===== src/rtl/seq_calc_pkg.sv =====
// seq_calc_pkg: shared types and helpers for the sequential calculator engine.
//   op_t       operation codes (OP_ADD .. OP_RSVD)
//   state_t    engine FSM states
//   iter_count number of EXEC iterations an operation needs
package seq_calc_pkg;

   typedef enum logic [2:0] {
      OP_ADD  = 3'd0,
      OP_SUB  = 3'd1,
      OP_MUL  = 3'd2,
      OP_DIV  = 3'd3,
      OP_SQRT = 3'd4,
      OP_CMP  = 3'd5,
      OP_SQR  = 3'd6,
      OP_RSVD = 3'd7
   } op_t;

   typedef enum logic [1:0] {
      S_IDLE = 2'd0,
      S_EXEC = 2'd1,
      S_BCD  = 2'd2,
      S_DONE = 2'd3
   } state_t;

   // Divide by zero skips iteration entirely and is resolved in one EXEC cycle.
   function automatic int iter_count(op_t op, logic b_zero, int width);
      case (op)
         OP_MUL, OP_SQR: return width;
         OP_DIV:         return b_zero ? 0 : width;
         OP_SQRT:        return width / 2;
         default:        return 0;
      endcase
   endfunction

endpackage


===== src/rtl/seq_bcd_convert.sv =====
// seq_bcd_convert: iterative double-dabble binary-to-BCD converter.
//   clk, rst : clock, asynchronous active-high reset (aborts a conversion)
//   start    : load bin and begin; one bit converted per cycle, BIN_W cycles
//   bin      : binary value, sampled with start
//   last     : high in the cycle whose edge completes the conversion
//   bcd      : converted value, updated on completion, held otherwise
// Only instantiated when SEQ_CALC_BCD_OUT_EN is defined.
module seq_bcd_convert #(
   parameter  int BIN_W  = 16,
   localparam int DIGITS = (BIN_W + 2) / 3,
   localparam int BCD_W  = 4 * DIGITS
) (
   input  logic             clk,
   input  logic             rst,
   input  logic             start,
   input  logic [BIN_W-1:0] bin,
   output logic             last,
   output logic [BCD_W-1:0] bcd
);

   localparam int CW = $clog2(BIN_W + 1);

   logic             active_q, active_d;
   logic [CW-1:0]    cnt_q, cnt_d;
   logic [BIN_W-1:0] bin_q, bin_d;
   logic [BCD_W-1:0] work_q, work_d;
   logic [BCD_W-1:0] bcd_q, bcd_d;
   logic [BCD_W-1:0] adj;
   logic [BCD_W-1:0] shifted;

   always_comb begin
      adj = work_q;
      for (int i = 0; i < DIGITS; i++) begin
         if (adj[4*i +: 4] > 4'd4) adj[4*i +: 4] = adj[4*i +: 4] + 4'd3;
      end
      // top bit of the adjusted value is always zero with DIGITS sized for BIN_W
      shifted  = BCD_W'({adj, bin_q[BIN_W-1]});
      last     = active_q && (cnt_q == CW'(1));

      active_d = active_q;
      cnt_d    = cnt_q;
      bin_d    = bin_q;
      work_d   = work_q;
      bcd_d    = bcd_q;
      if (start) begin
         active_d = 1'b1;
         cnt_d    = CW'(BIN_W);
         bin_d    = bin;
         work_d   = '0;
      end else if (active_q) begin
         work_d = shifted;
         bin_d  = bin_q << 1;
         cnt_d  = cnt_q - 1'b1;
         if (last) begin
            active_d = 1'b0;
            bcd_d    = shifted;
         end
      end
   end

   always_ff @(posedge clk or posedge rst) begin
      if (rst) begin
         active_q <= 1'b0;
         cnt_q    <= '0;
         bin_q    <= '0;
         work_q   <= '0;
         bcd_q    <= '0;
      end else begin
         active_q <= active_d;
         cnt_q    <= cnt_d;
         bin_q    <= bin_d;
         work_q   <= work_d;
         bcd_q    <= bcd_d;
      end
   end

   assign bcd = bcd_q;

endmodule


===== src/rtl/seq_calc_engine.sv =====
// seq_calc_engine: start/busy/done arithmetic engine (ADD, SUB, MUL, DIV, SQRT,
// CMP, SQR). MUL/SQR shift-add, DIV restoring, SQRT digit-by-digit, one step
// per cycle; the rest resolve in a single EXEC cycle.
//   clk, rst       : clock, asynchronous active-high reset
//   start, op, a, b: request and operands, sampled only in IDLE
//   busy, done     : busy during EXEC (and BCD), done one-cycle pulse
//   result, remainder, carry, dbz, op_err : held until the next completion
//   bcd            : BCD of result, present only with SEQ_CALC_BCD_OUT_EN
//
// state  | meaning
// S_IDLE | waiting for start
// S_EXEC | iterating; final cycle (cnt 0) registers the outputs
// S_BCD  | converting result to BCD (SEQ_CALC_BCD_OUT_EN only)
// S_DONE | done pulse, back to IDLE
module seq_calc_engine
   import seq_calc_pkg::*;
#(
   parameter  int WIDTH = 8,
   localparam int RES_W = 2 * WIDTH
) (
   input  logic             clk,
   input  logic             rst,
   input  logic             start,
   input  logic [2:0]       op,
   input  logic [WIDTH-1:0] a,
   input  logic [WIDTH-1:0] b,
   output logic             busy,
   output logic             done,
   output logic [RES_W-1:0] result,
   output logic [WIDTH-1:0] remainder,
   output logic             carry,
   output logic             dbz,
`ifdef SEQ_CALC_BCD_OUT_EN
   output logic [4*((RES_W+2)/3)-1:0] bcd,
`endif
   output logic             op_err
);

   localparam int CW = $clog2(WIDTH + 1);

   state_t           state_q, state_d;
   op_t              op_q, op_d, op_in;
   logic [WIDTH-1:0] a_q, a_d, b_q, b_d;
   logic [CW-1:0]    cnt_q, cnt_d;
   logic [RES_W-1:0] mc_q, mc_d, acc_q, acc_d;
   logic [WIDTH-1:0] y_q, y_d, rem_q, rem_d, root_q, root_d;
   logic             busy_q, busy_d, done_q, done_d;
   logic [RES_W-1:0] result_q, result_d;
   logic [WIDTH-1:0] remainder_q, remainder_d;
   logic             carry_q, carry_d, dbz_q, dbz_d, op_err_q, op_err_d;

   logic [WIDTH:0]   add_w, div_sh;
   logic [WIDTH-1:0] sub_w;
   logic [WIDTH+1:0] sq_r, sq_t;
   logic             div_ge, sq_ge;

`ifdef SEQ_CALC_BCD_OUT_EN
   logic conv_start, conv_last;

   seq_bcd_convert #(.BIN_W(RES_W)) u_bcd (
      .clk   (clk),
      .rst   (rst),
      .start (conv_start),
      .bin   (result_d),
      .last  (conv_last),
      .bcd   (bcd)
   );
`endif

   always_comb begin
      op_in  = op_t'(op);
      add_w  = {1'b0, a_q} + {1'b0, b_q};
      sub_w  = a_q - b_q;
      // restoring division: shift next dividend bit (y_q MSB) into the remainder
      div_sh = {rem_q, y_q[WIDTH-1]};
      div_ge = div_sh >= {1'b0, b_q};
      // square root: bring down two operand bits, trial subtract 4*root+1
      sq_r   = {rem_q, y_q[WIDTH-1:WIDTH-2]};
      sq_t   = {root_q, 2'b01};
      sq_ge  = sq_r >= sq_t;

      state_d     = state_q;
      op_d        = op_q;
      a_d         = a_q;
      b_d         = b_q;
      cnt_d       = cnt_q;
      mc_d        = mc_q;
      acc_d       = acc_q;
      y_d         = y_q;
      rem_d       = rem_q;
      root_d      = root_q;
      result_d    = result_q;
      remainder_d = remainder_q;
      carry_d     = carry_q;
      dbz_d       = dbz_q;
      op_err_d    = op_err_q;
`ifdef SEQ_CALC_BCD_OUT_EN
      conv_start  = 1'b0;
`endif

      case (state_q)
         S_IDLE: begin
            if (start) begin
               op_d    = op_in;
               a_d     = a;
               b_d     = b;
               cnt_d   = CW'(iter_count(op_in, (b == '0), WIDTH));
               mc_d    = RES_W'(a);
               acc_d   = '0;
               y_d     = (op_in == OP_MUL) ? b : a;
               rem_d   = '0;
               root_d  = '0;
               state_d = S_EXEC;
            end
         end
         S_EXEC: begin
            if (cnt_q != '0) begin
               cnt_d = cnt_q - 1'b1;
               case (op_q)
                  OP_MUL, OP_SQR: begin
                     if (y_q[0]) acc_d = acc_q + mc_q;
                     mc_d = mc_q << 1;
                     y_d  = y_q >> 1;
                  end
                  OP_DIV: begin
                     rem_d = div_ge ? WIDTH'(div_sh - {1'b0, b_q}) : div_sh[WIDTH-1:0];
                     y_d   = {y_q[WIDTH-2:0], div_ge};
                  end
                  OP_SQRT: begin
                     rem_d  = sq_ge ? WIDTH'(sq_r - sq_t) : sq_r[WIDTH-1:0];
                     root_d = {root_q[WIDTH-2:0], sq_ge};
                     y_d    = y_q << 2;
                  end
                  default: ;
               endcase
            end else begin
               result_d    = '0;
               remainder_d = '0;
               carry_d     = 1'b0;
               dbz_d       = 1'b0;
               op_err_d    = 1'b0;
               case (op_q)
                  OP_ADD: begin
                     result_d = RES_W'(add_w);
                     carry_d  = add_w[WIDTH];
                  end
                  OP_SUB: begin
                     result_d = RES_W'(sub_w);
                     carry_d  = a_q < b_q;
                  end
                  OP_MUL, OP_SQR: result_d = acc_q;
                  OP_DIV: begin
                     if (b_q == '0) begin
                        result_d    = RES_W'({WIDTH{1'b1}});
                        remainder_d = a_q;
                        dbz_d       = 1'b1;
                     end else begin
                        result_d    = RES_W'(y_q);
                        remainder_d = rem_q;
                     end
                  end
                  OP_SQRT: begin
                     result_d    = RES_W'(root_q);
                     remainder_d = rem_q;
                  end
                  OP_CMP:  result_d = RES_W'({a_q > b_q, a_q == b_q, a_q < b_q});
                  default: op_err_d = 1'b1;
               endcase
`ifdef SEQ_CALC_BCD_OUT_EN
               conv_start = 1'b1;
               state_d    = S_BCD;
`else
               state_d    = S_DONE;
`endif
            end
         end
`ifdef SEQ_CALC_BCD_OUT_EN
         S_BCD: begin
            if (conv_last) state_d = S_DONE;
         end
`endif
         S_DONE:  state_d = S_IDLE;
         default: state_d = S_IDLE;
      endcase

      busy_d = (state_d == S_EXEC) || (state_d == S_BCD);
      done_d = (state_d == S_DONE);
   end

   always_ff @(posedge clk or posedge rst) begin
      if (rst) begin
         state_q     <= S_IDLE;
         op_q        <= OP_ADD;
         a_q         <= '0;
         b_q         <= '0;
         cnt_q       <= '0;
         mc_q        <= '0;
         acc_q       <= '0;
         y_q         <= '0;
         rem_q       <= '0;
         root_q      <= '0;
         busy_q      <= 1'b0;
         done_q      <= 1'b0;
         result_q    <= '0;
         remainder_q <= '0;
         carry_q     <= 1'b0;
         dbz_q       <= 1'b0;
         op_err_q    <= 1'b0;
      end else begin
         state_q     <= state_d;
         op_q        <= op_d;
         a_q         <= a_d;
         b_q         <= b_d;
         cnt_q       <= cnt_d;
         mc_q        <= mc_d;
         acc_q       <= acc_d;
         y_q         <= y_d;
         rem_q       <= rem_d;
         root_q      <= root_d;
         busy_q      <= busy_d;
         done_q      <= done_d;
         result_q    <= result_d;
         remainder_q <= remainder_d;
         carry_q     <= carry_d;
         dbz_q       <= dbz_d;
         op_err_q    <= op_err_d;
      end
   end

   assign busy      = busy_q;
   assign done      = done_q;
   assign result    = result_q;
   assign remainder = remainder_q;
   assign carry     = carry_q;
   assign dbz       = dbz_q;
   assign op_err    = op_err_q;

endmodule

===== config.mk =====
export PLATFORM = sky130hd
export DESIGN_NAME = seq_calc_engine
export DESIGN_NICKNAME = d
export VERILOG_FILES = /design/src/rtl/seq_calc_pkg.sv /design/src/rtl/seq_bcd_convert.sv /design/src/rtl/seq_calc_engine.sv
export SDC_FILE = /design/constraint.sdc
export NUM_CORES = 1
export LEC_CHECK = 0
export CORE_ASPECT_RATIO = 1.4
export CORE_UTILIZATION = 45
export DETAILED_ROUTE_END_ITERATION = 12
export PLACE_DENSITY = 0.76
export SYNTH_ARGS = -nofsm -noshare
export SYNTH_HDL_FRONTEND = slang
export SYNTH_SLANG_ARGS = --single-unit

===== constraint.sdc =====
create_clock -name clk -period 3.31 [get_ports clk]
set_input_delay 0.4965 -clock clk [delete_from_list [all_inputs] [get_ports clk]]
set_output_delay 0.4965 -clock clk [all_outputs]
set_load 0.005 [all_outputs]

==> run summary, run 1 <==
Final setup viols: 0
TritonCTS clock tree: built
Antenna Violating Nets Remaining: 0
max-cap viol count: 0
CP Capture Type: flop
post-synthesis register bit count: 110
hpwl dp: 15.5 mm
top-level I/O count: 51
Comb pwr share: 61.9%
Die X: 109 um
post-cts gate resize count: 0
Post-synth ARST share: 100%
final hold vios: 0
worst reg2reg path startpoint: rem_q[0]
via count: 6379
Layout area overhead: 15.2%
Syn Nets: 883
Avg Inst Size Synth: 9.03 um2
global route overflow: 0
share of cells above drive strength 1: 8.52%
fmax: 0.391 GHz
Synth Flop Type: dfrtp_1
critical path class: reg -> reg
Worst Clk Skew: 0.00916 ns
Final #Nets: 929
Fin Setup TNS: 0 ns
DRC: 0
CP required: 3.55 ns
Sw Share: 46.4%
vias in the first global route: 6261
flop2flop setup slack: 0.75 ns
Hold Path Class: reg -> reg
P_int: 0.00514 W
reg2reg path depth: 8
Post-Syn Area: 7280 um2
max-slew violation count: 0
worst hold path stage count: 2
Sink Count: 110
chip height: 152 um
drt total wl: 20.2 mm
register share of total power: 25.1%
Routed WL per cell: 19.2 um
initial antenna violation count: 0
DR iter-0 viols: 551
Tcrit/Tclk final: 77.2%
Max IR drop VDD: 0.424 mV
Synth Instances: 806
Starting Density: 46.4%
Synthesis Warnings: 0
H-tree depth: 3
slew margin rel.: 36.3%
Area contributors post-synth: dfrtp_1 38%, ha_1 8.8%, o21ai_0 6.6%
status: complete, no violations
PD cells: 1150 nW/um2
die area: 16700 um2
unrepaired setup endpoints after global routing: no
min Tclk post-route: 2.56 ns
Least-Margin Pin Slew: 0.955 ns
Yosys top cell by area: dfrtp_1
cell row count: 54
Seq/Total Area, Yosys: 37.8%
Port-buffer cells: 50
Clk network pwr share: 13.0%
CP Max Fanout: 9
vias per cell: 6.06
Reg2Reg Capture Point: rem_q[5]
Post-CTS Setup Bufs: 0
total CTS buffers: 9
P_leak: 3.62 nW
RePlAce Congestion: 0.952
Worst EP arrival: 2.80 ns
root buffer cell: clkbuf_16
Worst Hold Launch: result[15]
filler cell count: 1428
All-Layer GR Usage: 25.4%
area share of the largest cell type after synthesis: 37.8%
Worst Hold End: result[15]
NetSw: 0.00445 W
clock buffer depth: 2
drt first pass iters: 5
final core utilization: 53.4%
hold_buf cts: 0
clk_lat worst skew: 0.36 ns
first-pass GRT wire length: 32.2 mm
Critical Path Start Type: flop
diode count: 0
CORE AREA: 15700 um2
clock transition at the registers of the reported paths: 0.07 ns
EDFF count, synth: 0
largest net degree at the start of global routing: 111
post-synth cell types: 71
==> synth_stat cells (3+ instances only) <==
library cell / count
dfrtp_1: 110
or4_1: 5
o21ai_0: 96
nand2_1: 114
o21ai_1: 9
mux2_2: 18
fa_1: 4
o211ai_1: 4
nor2_1: 36
a22oi_1: 17
a21o_1: 7
and3_1: 3
o21a_1: 6
mux2i_1: 27
buf_2: 6
a22o_1: 16
a221oi_1: 3
xor2_1: 5
o311ai_0: 3
nor3_1: 14
ha_1: 51
nor2b_1: 9
a21oi_1: 52
inv_1: 38
nand4_1: 4
clkbuf_1: 24
xnor2_1: 22
nor3b_1: 4
o31ai_1: 6
a211oi_1: 9
nand3_1: 10
o221ai_1: 4
o21bai_1: 7
mux2_4: 3
nand2b_1: 14
==> area by class of cell <==
type / count / area [um2] / share of cell area [%]
Timing Repair Buffer: 68 / 648 / 7.74
Clock buffer: 11 / 253 / 3.02
Multi-Input combinational cell: 624 / 4240 / 50.6
Sequential cell: 110 / 2750 / 32.9
Tap cell: 196 / 245 / 2.93
Inverter: 39 / 150 / 1.79
Clock inverter: 5 / 88.8 / 1.06
==> layer usage <==
metal  vias up  GRT usage, %  wire length [um]  share of wire (%)
li1       3002             -                 -                  -
met1      3103          29.0              7930                 39
met2       212          43.8             10300                 51
met3        62          3.34               778                3.8
met4         0          16.2              1190                5.9
met5         -             0                 0                  0
==> worst max-delay path: stages, from the launching register on <==
cell and delay, ns:
dfrtp_1 0.48, ha_1 0.39, nor2b_1 0.24, nor3_2 0.07
o21ai_1 0.17, o311a_1 0.53, mux2_4 0.35, a211oi_2 0.14
a211oi_1 0.07
==> stage by stage <==
step	hold slack, ns	cell area [um2]	total power, W	setup WS (ns)	cells
floorplan	0.470	7280	0.00669	1.04	806
global placement	0.463	8040	0.00817	0.820	1037
detailed placement	0.470	8040	0.00828	0.793	1037
CTS	0.485	8380	0.00955	0.775	1053
global route	0.497	8380	0.0103	0.586	1053
finish	0.477	8380	0.00959	0.753	1053
==> worst max path at each step <==
stage | from | end | slack (ns) | cells past startpoint
2_1_floorplan | mc_q[0] | acc_q[12] | 1.04 | 9
3_3_place_gp | rem_q[0] | rem_q[5] | 0.82 | 8
3_5_place_dp | rem_q[0] | rem_q[5] | 0.79 | 8
4_1_cts | rem_q[0] | rem_q[5] | 0.77 | 8
5_1_grt | b_q[1] | result[7] | 0.59 | 9
6_report | rem_q[0] | rem_q[5] | 0.75 | 8
==> logic make-up (layout without fill, tap and decap cells) <==
family / after synthesis / after routing / share of synthesized area [%]
AO/OA/AOI/OAI: 265 / 265 / 23.4
XOR/XNOR: 27 / 27 / 3.25
adder cells (fa/ha/maj): 55 / 55 / 9.87
buffers and inverters: 72 / 123 / 4.02
flip-flops: 110 / 110 / 37.8
multiplexers: 48 / 48 / 7.12
AND/OR/NAND/NOR: 229 / 229 / 14.5
==> power by group through the flow <==
stage | clock, W | sequential (W) | combinational, W
after global routing | 0.00130 | 0.00248 | 0.00654
after CTS | 0.00125 | 0.00241 | 0.00590
final | 0.00124 | 0.00241 | 0.00594
after global placement | 0 | 0.00241 | 0.00576
after detailed placement | 0 | 0.00243 | 0.00585
after floorplan | 0 | 0.00222 | 0.00447
==> cell usage in the layout (no fill, tap or decap), types with 9 or more instances in the layout <==
cell type and instances:
nor2_1 36, clkdlybuf4s50_1 50, dfrtp_1 110, nand3_1 10
nor2b_1 9, clkbuf_16 9, nand2_1 114, o21ai_0 95
ha_1 51, nand2b_1 14, o21ai_1 10, inv_1 37
mux2_2 18, xnor2_1 22, buf_4 17, mux2i_1 27
a211oi_1 9, nor3_1 14, a22o_1 16, a22oi_1 17
a21oi_1 52
==> state kept, by name (all words and copies together) (netlist names) <==
register	cells
op_q	3
result	16
b_q	8
carry	1
remainder	8
cnt_q	4
mc_q	16
state_q	2
rem_q	8
dbz	1
root_q	8
busy	1
done	1
acc_q	16
op_err	1
y_q	8
a_q	8
(Power assumes the default switching activity.)
==> inputs of run 2 (changes only) <==
- clock period: 3.31 -> 2.2 ns (I/O delays scaled with it)
==> run summary, run 2 (synthesis results as in run 1) <==
Worst EP arrival: 2.49 ns (-0.31 ns)
hpwl dp: 16.7 mm (+7.6%)
cell family with most CP delay: compound AO/OA/AOI/OAI gates
Worst path max stage delay: 0.42 ns (-0.11 ns)
clock buffer depth: 2 (unchanged)
H-tree depth: 3 (unchanged)
Final #Nets: 1052 (+13%)
RePlAce Congestion: 0.941 (-1.2%)
most frequent CP cell: a21oi_2
cell row count: 54 (unchanged)
max-slew violation count: 0 (unchanged)
register share of total power: 21.3% (-3.8 points)
critical path class: reg -> reg
min Tclk post-route: 2.23 ns (-0.325 ns)
Worst Clk Skew: 0.0118 ns (+0.00262 ns)
Critical Path Start Type: flop
slew margin rel.: 30.5% (-5.8 points)
largest net degree at the start of global routing: 57 (-49%)
Starting Density: 46.4% (unchanged)
vias in the first global route: 6742 (+7.7%)
Antenna Violating Nets Remaining: 0 (unchanged)
Comb pwr share: 69.3% (+7.4 points)
initial antenna violation count: 0 (unchanged)
global route overflow: 0 (unchanged)
status: complete, but fails checks
TritonCTS clock tree: built
Die X: 109 um (unchanged)
DR iter-0 viols: 484 (-12%)
Tcrit/Tclk final: 101% (+24 points)
vias per cell: 5.84 (-3.6%)
Routed WL per cell: 18.7 um (-2.8%)
DRC: 0 (unchanged)
Clk network pwr share: 9.3% (-3.7 points)
clock transition at the registers of the reported paths: 0.08 ns (about the same)
Sink Count: 110 (unchanged)
top-level I/O count: 51 (unchanged)
CP Capture Type: flop
Critical-path top delay cell: dfrtp_1
total CTS buffers: 9 (unchanged)
unrepaired setup endpoints after global routing: yes
most common cell after layout, fill and taps aside: buf_4
post-route setup slack: -0.0315 ns (-0.785 ns)
P_leak: 4.21 nW (+16%)
pre-CTS setup slack: -0.136 ns (-0.929 ns)
crit-path cells: ha_4 -> fa_2 -> a21oi_2 -> o21ai_1 -> a21o_1 -> a211o_1 -> a21oi_2 -> xnor2_1 -> a22o_1
Layout area overhead: 31.0%
chip height: 152 um (unchanged)
hold_buf cts: 0 (unchanged)
Hold Path Class: in -> async
Sw Share: 45.2% (-1.2 points)
max-cap viol count: 0 (unchanged)
All-Layer GR Usage: 27.0% (+1.5 points)
CORE AREA: 15700 um2 (unchanged)
diode count: 0 (unchanged)
fmax: 0.448 GHz (+15%)
Hold WS: 0.323 ns (-0.154 ns)
drt first pass iters: 5 (unchanged)
CP bufs+invs: 0 (unchanged)
first-pass GRT wire length: 34.3 mm (+6.4%)
Least-Margin Pin Slew: 1.04 ns (+0.0873 ns)
CP required: 2.46 ns (-1.09 ns)
Final setup viols: 5 (+5)
PD cells: 1740 nW/um2 (+52%)
clk_lat worst skew: 0.36 ns (about the same)
root buffer cell: clkbuf_16
final hold vios: 0 (unchanged)
Port-buffer cells: 50 (unchanged)
share of cells above drive strength 1: 25.4% (+17 points)
NetSw: 0.00748 W (+68%)
P_int: 0.00909 W (+77%)
drt total wl: 21.9 mm (+8.5%)
via count: 6866 (+7.6%)
commonest cells after routing, fill and taps aside: 136 x buf_4, 114 x nand2_1, 106 x dfrtp_1
CP Max Fanout: 5 (-4)
Max IR drop VDD: 0.880 mV (+110%)
die area: 16700 um2 (unchanged)
failing checks: setup timing
[run 2: cell types whose count changed in the layout (fill, tap and decap cells not counted), moves of 7 or more]
cell,delta
inv_1,-7
ha_1,-13
o21ai_0,-15
o21ai_1,+11
a21oi_2,+11
inv_2,+7
ha_4,+10
buf_4,+119
a21oi_1,-11
[run 2: final cells by class]
type                            count  area, um2
Fill cell                        1304       6150
Multi-Input combinational cell    624       4510
Sequential cell                   110       2760
Inverter                           39        154
Clock buffer                       11        233
Timing Repair Buffer              191       1600
Tap cell                          196        245
Clock inverter                      5       36.3
[run 2: final timing paths]
check / startpoint / cells after the start / slack [ns] / end
setup / recovery: mc_q[0] / 9 / -0.03 / acc_q[12]
hold / removal: rst / 2 / 0.32 / b_q[6]
setup reg to reg: mc_q[0] / 9 / -0.03 / acc_q[12]
hold reg to reg: result[15] / 2 / 0.48 / result[15]
max in group asynchronous: rst / 3 / 1.24 / rem_q[2]
min in group clk: result[15] / 2 / 0.48 / result[15]
[run 2: repair_timing]
| action | 4_1_cts | 5_1_grt |
|---|---|---|
| setup endpoints to repair | 21 | 55 |
| setup buffers | 4 | 13 |
| resized for setup | 15 | 64 |
| pin swaps | 16 | 38 |
[run 2: routing by layer]
metal  track usage (%)  part of all wire [%]  vias up
met5                 0                     0        -
met1              30.3                    37     3267
met2              46.4                    50      260
met3              3.59                   5.2       90
met4              18.5                   7.5        0
li1                  -                     -     3249
[run 2: power groups by stage]
| stage | combinational [W] | clock (W) | sequential (W) |
|---|---|---|---|
| 4_1_cts | 0.0107 | 0.00155 | 0.00349 |
| 6_report | 0.0115 | 0.00155 | 0.00353 |
| 5_1_grt | 0.0125 | 0.00163 | 0.00362 |
| 2_1_floorplan | 0.00674 | 0 | 0.00335 |
| 3_3_place_gp | 0.0102 | 0 | 0.00350 |
| 3_5_place_dp | 0.0104 | 0 | 0.00352 |
[run 2: per-stage QoR]
stage,power (W),setup TNS [ns],utilization (%),std cells,cell area [um2]
after global placement,0.0137,-0.740,56.6,1143,8870
after global routing,0.0178,-1.17,60.8,1176,9530
final,0.0166,-0.0752,60.8,1176,9530
after CTS,0.0157,-0.157,58.9,1163,9240
after detailed placement,0.0139,-0.871,56.6,1143,8870
after floorplan,0.0101,0,-,806,7310
